`src/rtl/alu_arbiter_pkg.sv`:
```
// -----------------------------------------------------------------------------
// alu_arbiter_pkg
// Shared definitions for the two-port ALU arbiter:
//   - W_CPU / W_OPCODE : default datapath and function-code widths
//   - F_*              : ALU function codes (any other code yields res = 0)
//   - state_e          : arbiter FSM state encoding
//   - pick_winner()    : round-robin winner selection
// -----------------------------------------------------------------------------
package alu_arbiter_pkg;

  localparam int W_CPU    = 32;
  localparam int W_OPCODE = 4;

  localparam logic [W_OPCODE-1:0] F_ADD = 4'd0;
  localparam logic [W_OPCODE-1:0] F_SUB = 4'd1;
  localparam logic [W_OPCODE-1:0] F_AND = 4'd2;
  localparam logic [W_OPCODE-1:0] F_OR  = 4'd3;
  localparam logic [W_OPCODE-1:0] F_XOR = 4'd4;

  typedef enum logic [1:0] {
    S_IDLE = 2'd0,
    S_EXEC = 2'd1,
    S_DONE = 2'd2
  } state_e;

  // Returns the id of the requester to serve. The pointer only matters
  // when both ask at once; a lone requester always wins.
  function automatic logic pick_winner(input logic req0, input logic req1,
                                       input logic ptr);
    logic win;
    if (req0 && req1) win = ptr;
    else              win = req1;
    return win;
  endfunction

endpackage

```
`src/rtl/alu_arbiter_alu.sv`:
```
// -----------------------------------------------------------------------------
// alu_arbiter_alu
// Purely combinational ALU shared by both requesters.
// Ports:
//   i_op   [WOP-1:0]  function code (F_ADD, F_SUB, F_AND, F_OR, F_XOR)
//   i_a    [W-1:0]    operand A
//   i_b    [W-1:0]    operand B
//   o_res  [W-1:0]    result (0 for unknown codes)
//   o_ovf             signed overflow of ADD/SUB, 0 otherwise
//   o_zero            result equals zero
// -----------------------------------------------------------------------------
module alu_arbiter_alu
  import alu_arbiter_pkg::*;
#(
  parameter int W   = W_CPU,
  parameter int WOP = W_OPCODE
) (
  input  logic [WOP-1:0] i_op,
  input  logic [W-1:0]   i_a,
  input  logic [W-1:0]   i_b,
  output logic [W-1:0]   o_res,
  output logic           o_ovf,
  output logic           o_zero
);

  logic [W-1:0] w_sum;
  logic [W-1:0] w_diff;

  assign w_sum  = i_a + i_b;
  assign w_diff = i_a - i_b;

  always_comb begin
    o_res = '0;
    o_ovf = 1'b0;
    case (i_op)
      F_ADD: begin
        o_res = w_sum;
        // Same-sign operands producing an opposite-sign sum
        o_ovf = (i_a[W-1] == i_b[W-1]) && (w_sum[W-1] != i_a[W-1]);
      end
      F_SUB: begin
        o_res = w_diff;
        // Opposite-sign operands where the difference flips sign away from A
        o_ovf = (i_a[W-1] != i_b[W-1]) && (w_diff[W-1] != i_a[W-1]);
      end
      F_AND:   o_res = i_a & i_b;
      F_OR:    o_res = i_a | i_b;
      F_XOR:   o_res = i_a ^ i_b;
      default: o_res = '0;
    endcase
  end

  assign o_zero = (o_res == '0);

endmodule

```
`src/rtl/alu_arbiter.sv`:
```
// -----------------------------------------------------------------------------
// alu_arbiter
// Shares one ALU between two requesters with round-robin arbitration.
// One transaction in flight: IDLE (arbitrate + latch) -> EXEC (evaluate,
// register result) -> DONE (hold result until owner acks).
// Ports:
//   clk, rst_n              clock, async active-low reset
//   req0/req1               request strobes (sampled in IDLE only)
//   op0/op1, a0/b0, a1/b1   function codes and operands per requester
//   gnt0/gnt1               one-cycle pulse: operands captured
//   ack0/ack1               result consumed (owner only, DONE only)
//   vld0/vld1               result on res belongs to that requester
//   res, res_ovf, res_zero  registered ALU result and flags
//   busy                    FSM not in IDLE
//   dbg_state               current FSM state encoding (state_e)
// Handshake: a requester holds req/op/operands until its gnt pulse; after
// vld rises it presents ack, and the edge that samples ack with vld high
// completes the transfer and returns the FSM to IDLE.
// -----------------------------------------------------------------------------
module alu_arbiter
  import alu_arbiter_pkg::*;
#(
  parameter int W   = W_CPU,
  parameter int WOP = W_OPCODE
) (
  input  logic           clk,
  input  logic           rst_n,
  input  logic           req0,
  input  logic           req1,
  input  logic [WOP-1:0] op0,
  input  logic [WOP-1:0] op1,
  input  logic [W-1:0]   a0,
  input  logic [W-1:0]   b0,
  input  logic [W-1:0]   a1,
  input  logic [W-1:0]   b1,
  output logic           gnt0,
  output logic           gnt1,
  input  logic           ack0,
  input  logic           ack1,
  output logic           vld0,
  output logic           vld1,
  output logic [W-1:0]   res,
  output logic           res_ovf,
  output logic           res_zero,
  output logic           busy,
  output logic [1:0]     dbg_state
);

  state_e         r_state;
  logic           r_ptr;
  logic           r_owner;
  logic [WOP-1:0] r_op;
  logic [W-1:0]   r_a;
  logic [W-1:0]   r_b;
  logic           r_gnt0;
  logic           r_gnt1;
  logic           r_vld0;
  logic           r_vld1;
  logic [W-1:0]   r_res;
  logic           r_ovf;
  logic           r_zero;

  logic           w_win;
  logic           w_owner_ack;
  logic [W-1:0]   w_alu_res;
  logic           w_alu_ovf;
  logic           w_alu_zero;

  assign w_win       = pick_winner(req0, req1, r_ptr);
  assign w_owner_ack = r_owner ? ack1 : ack0;

  alu_arbiter_alu #(
    .W   (W),
    .WOP (WOP)
  ) u_alu (
    .i_op   (r_op),
    .i_a    (r_a),
    .i_b    (r_b),
    .o_res  (w_alu_res),
    .o_ovf  (w_alu_ovf),
    .o_zero (w_alu_zero)
  );

  always_ff @(posedge clk or negedge rst_n) begin
    if (!rst_n) begin
      r_state <= S_IDLE;
      r_ptr   <= 1'b0;
      r_owner <= 1'b0;
      r_op    <= '0;
      r_a     <= '0;
      r_b     <= '0;
      r_gnt0  <= 1'b0;
      r_gnt1  <= 1'b0;
      r_vld0  <= 1'b0;
      r_vld1  <= 1'b0;
      r_res   <= '0;
      r_ovf   <= 1'b0;
      r_zero  <= 1'b0;
    end else begin
      // Grants are single-cycle pulses; only IDLE can raise them again.
      r_gnt0 <= 1'b0;
      r_gnt1 <= 1'b0;
      case (r_state)
        S_IDLE: begin
          if (req0 || req1) begin
            r_owner <= w_win;
            r_op    <= w_win ? op1 : op0;
            r_a     <= w_win ? a1  : a0;
            r_b     <= w_win ? b1  : b0;
            r_gnt0  <= ~w_win;
            r_gnt1  <= w_win;
            r_state <= S_EXEC;
          end
        end
        S_EXEC: begin
          r_res   <= w_alu_res;
          r_ovf   <= w_alu_ovf;
          r_zero  <= w_alu_zero;
          r_vld0  <= ~r_owner;
          r_vld1  <= r_owner;
          r_state <= S_DONE;
        end
        S_DONE: begin
          if (w_owner_ack) begin
            r_vld0  <= 1'b0;
            r_vld1  <= 1'b0;
            r_ptr   <= ~r_owner;
            r_state <= S_IDLE;
          end
        end
        default: r_state <= S_IDLE;
      endcase
    end
  end

  assign gnt0      = r_gnt0;
  assign gnt1      = r_gnt1;
  assign vld0      = r_vld0;
  assign vld1      = r_vld1;
  assign res       = r_res;
  assign res_ovf   = r_ovf;
  assign res_zero  = r_zero;
  assign busy      = (r_state != S_IDLE);
  assign dbg_state = r_state;

endmodule

```
`config.mk`:
```
export PLATFORM = sky130hd
export DESIGN_NAME = alu_arbiter
export DESIGN_NICKNAME = d
export VERILOG_FILES = /design/src/rtl/alu_arbiter_pkg.sv /design/src/rtl/alu_arbiter_alu.sv /design/src/rtl/alu_arbiter.sv
export SDC_FILE = /design/constraint.sdc
export NUM_CORES = 1
export LEC_CHECK = 0
export CAP_MARGIN = 30
export CORE_UTILIZATION = 59
export CTS_CLUSTER_DIAMETER = 200
export DETAILED_ROUTE_END_ITERATION = 12
export PLACE_DENSITY_LB_ADDON = 0.15
export SYNTH_ARGS = -nofsm -noshare
export SYNTH_HDL_FRONTEND = slang
export SYNTH_SLANG_ARGS = --single-unit
```
`constraint.sdc`:
```
create_clock -name clk -period 10.3 [get_ports clk]
set_input_delay 1.545 -clock clk [delete_from_list [all_inputs] [get_ports clk]]
set_output_delay 1.545 -clock clk [all_outputs]
set_load 0.005 [all_outputs]
```
==> reports/metrics.csv <==
metric,value,unit
ys_types,78,
syn-num-nets,1509,
grt_max_degree,112,
num-fill-cells,1235,
regArea,0.00275,mm2
cts.sinks,110,
grt_pass1_wl,53.3,mm
drt_first_pass_iters,6,
clockBufferDepth,2,
grt_pass1_vias,10100,
layout-drive-gt1-share,5.24,%
place.gp.congestion,0.976,
start_kind,register,
fin_nets,1635,
wl_per_cell,20.6,um
synthesis.area,0.0100,mm2
drv_cap,0,
final_common_cell,clkdlybuf4s50_1,
io_buffers,182,
multiInputGateArea,0.00650,mm2
async_reset_ff_share,100,%
hold_violations,0,
powerDensity,385,mW/mm2
post_dp_cell_area,0.0120,mm2
die_width,132,um
final_cells,1613,
synth_top_cell_by_area,dfrtp_1,
drv_slew,0,
ctsHoldBuffers,0,
arrival,4570,ps
ios,183,
drc,0,
final_cell_mix,"clkdlybuf4s50_1 (181), nand2_1 (143), inv_1 (130)",
synth_area_leaders,"dfrtp_1 (27%), ha_1 (13%), o21ai_0 (5.7%)",
seq_area_frac_synth,27.4,%
placed_cells_incl_taps,1597,
grt.total_usage,38.7,%
final_antenna_net_count,0,
max_freq,235,MHz
place_hpwl,25.2,mm
cts_max_level,3,
max-slew-margin-rel,28.4,%
via_per_inst,6.51,
area_delta_synth_final,22.0,%
finalCritPeriodShare,41.3,%
finalSetupViolCount,0,
tns,0,ps
worstPathRequired,10610,ps
coreArea,0.0166,mm2
synth_warnings,0,
fp.dieH,132,um
synth_top_cell_area_share,27.4,%
gr-total-overflow,0,
critical_path.max_fanout,6,
ir_worst_vdd,0.000277,V
hold_ws,483,ps
synth.ff_latch_count,110,
die-area,0.0175,mm2
synthFlopType,dfrtp_1,
cts_made_buffers,9,
initial_core_util,60.6,%
antenna_found_initial,0,
syn_avg_cell_area,7.96,um2
hold_class,reg2reg,
clock_latency,370,ps
worstSetupEndpointType,register,
cts_resized,0,
grt_setup_unrepaired,false,
cts-root-buf,clkbuf_16,
num_vias,10500,
synth_edf_count,0,
crit_type,reg2reg,
period_minus_slack,4260,ps
drt_wl_total,33.3,mm
fin_skew,10.7,ps
design_area,0.0123,mm2
postCtsSetupBuffers,0,
syn_inst,1262,
cts_tree,built,
status,"finished, final reports clean",
rows,47,
cts.reportedPaths.clkPinSlew,80,ps
drtIter0Drc,1288,
power.leakage,5.48,nW
worstMarginPinSlew,1070,ps
-- state kept, by name (all words and copies together), names as in the netlist --
signal / count
dbg_state: 2
gnt0: 1
gnt1: 1
r_a: 32
r_b: 32
r_op: 4
r_owner: 1
r_ptr: 1
res: 32
res_ovf: 1
res_zero: 1
vld0: 1
vld1: 1
-- cell usage after synthesis (7+ instances only) --
master and count:
a31oi_1 9, a211oi_1 18, nor2b_1 10, or3_1 12, mux2_2 13, o31ai_1 12
dfrtp_1 110, and2_1 9, nand2_1 143, a21o_1 13, xnor2_1 10, o21a_1 8
a222oi_1 28, o22ai_1 11, a221oi_1 7, nand4_1 20, inv_1 130, mux2i_1 47
o21bai_1 11, nor3_1 28, ha_1 103, clkbuf_1 68, nand3_1 20, o211ai_1 27
a21oi_1 95, nor2_1 61, o21ai_0 115
-- final timing paths --
kind / from / endpoint / slack (ps) / depth (start not counted)
hold reg to reg: res[6] / res[6] / 480 / 2
setup / recovery: r_a[1] / res_zero / 6040 / 13
hold / removal: res[6] / res[6] / 480 / 2
setup reg to reg: r_a[1] / res_zero / 6040 / 13
min in group asynchronous: rst_n / r_a[2] / 1220 / 1
max in group asynchronous: rst_n / r_op[0] / 7840 / 2
-- cell families after synthesis --
group,count (synthesis),share of synthesized area (%)
AOI/OAI and AO/OA,416,27.7
and+or+nand+nor,346,16.3
adders and majority gates,105,13.2
muxes,60,6.14
buffers and inverters,213,8.19
DFF,110,27.4
xor gates and xnor gates,12,1.05
-- critical path: stages (launching register included) --
cell and delay [ps]:
dfrtp_1 500, inv_1 80, ha_1 350, o21ba_1 220
or4_4 460, a2111oi_2 510, o31ai_2 190, a31oi_4 320
mux2_2 370, a221oi_1 380, nand4_1 140, nor4_1 270
and4_1 240, a32o_2 160
-- metal layers --
metal | GRT usage [%] | part of all wire [%] | up-vias
li1 | - | - | 4802
met1 | 53.2 | 43 | 4999
met2 | 60.9 | 44 | 610
met3 | 7.16 | 9.6 | 97
met4 | 14.2 | 3.3 | 0
met5 | 0 | 0 | -
-- layout make-up --
type                    instances  area share (%)
multi-input cells             939            53.1
flip-flops and latches        110            22.5
repair buffers                196            15.7
inverters                     132            4.04
well taps                     220            2.25
clock buffers                   9            1.84
clock inverters                 6           0.562
diodes                          1          0.0204
-- per-stage QoR --
stage	worst slack (ps)	utilization, %	power [mW]
after floorplan	6750	-	3.19
after global placement	6030	72.0	4.14
after detailed placement	5860	72.1	4.22
after CTS	6140	73.9	4.60
after global routing	5870	73.9	5.07
final	6040	73.9	4.72
-- power breakdown --
part / internal (mW) / switching (mW)
registers: 0.631 / 0.253
clock network: 0.189 / 0.178
logic: 1.28 / 2.18
total: 2.10 / 2.61
No activity file was read; power rests on OpenSTA's default activity.
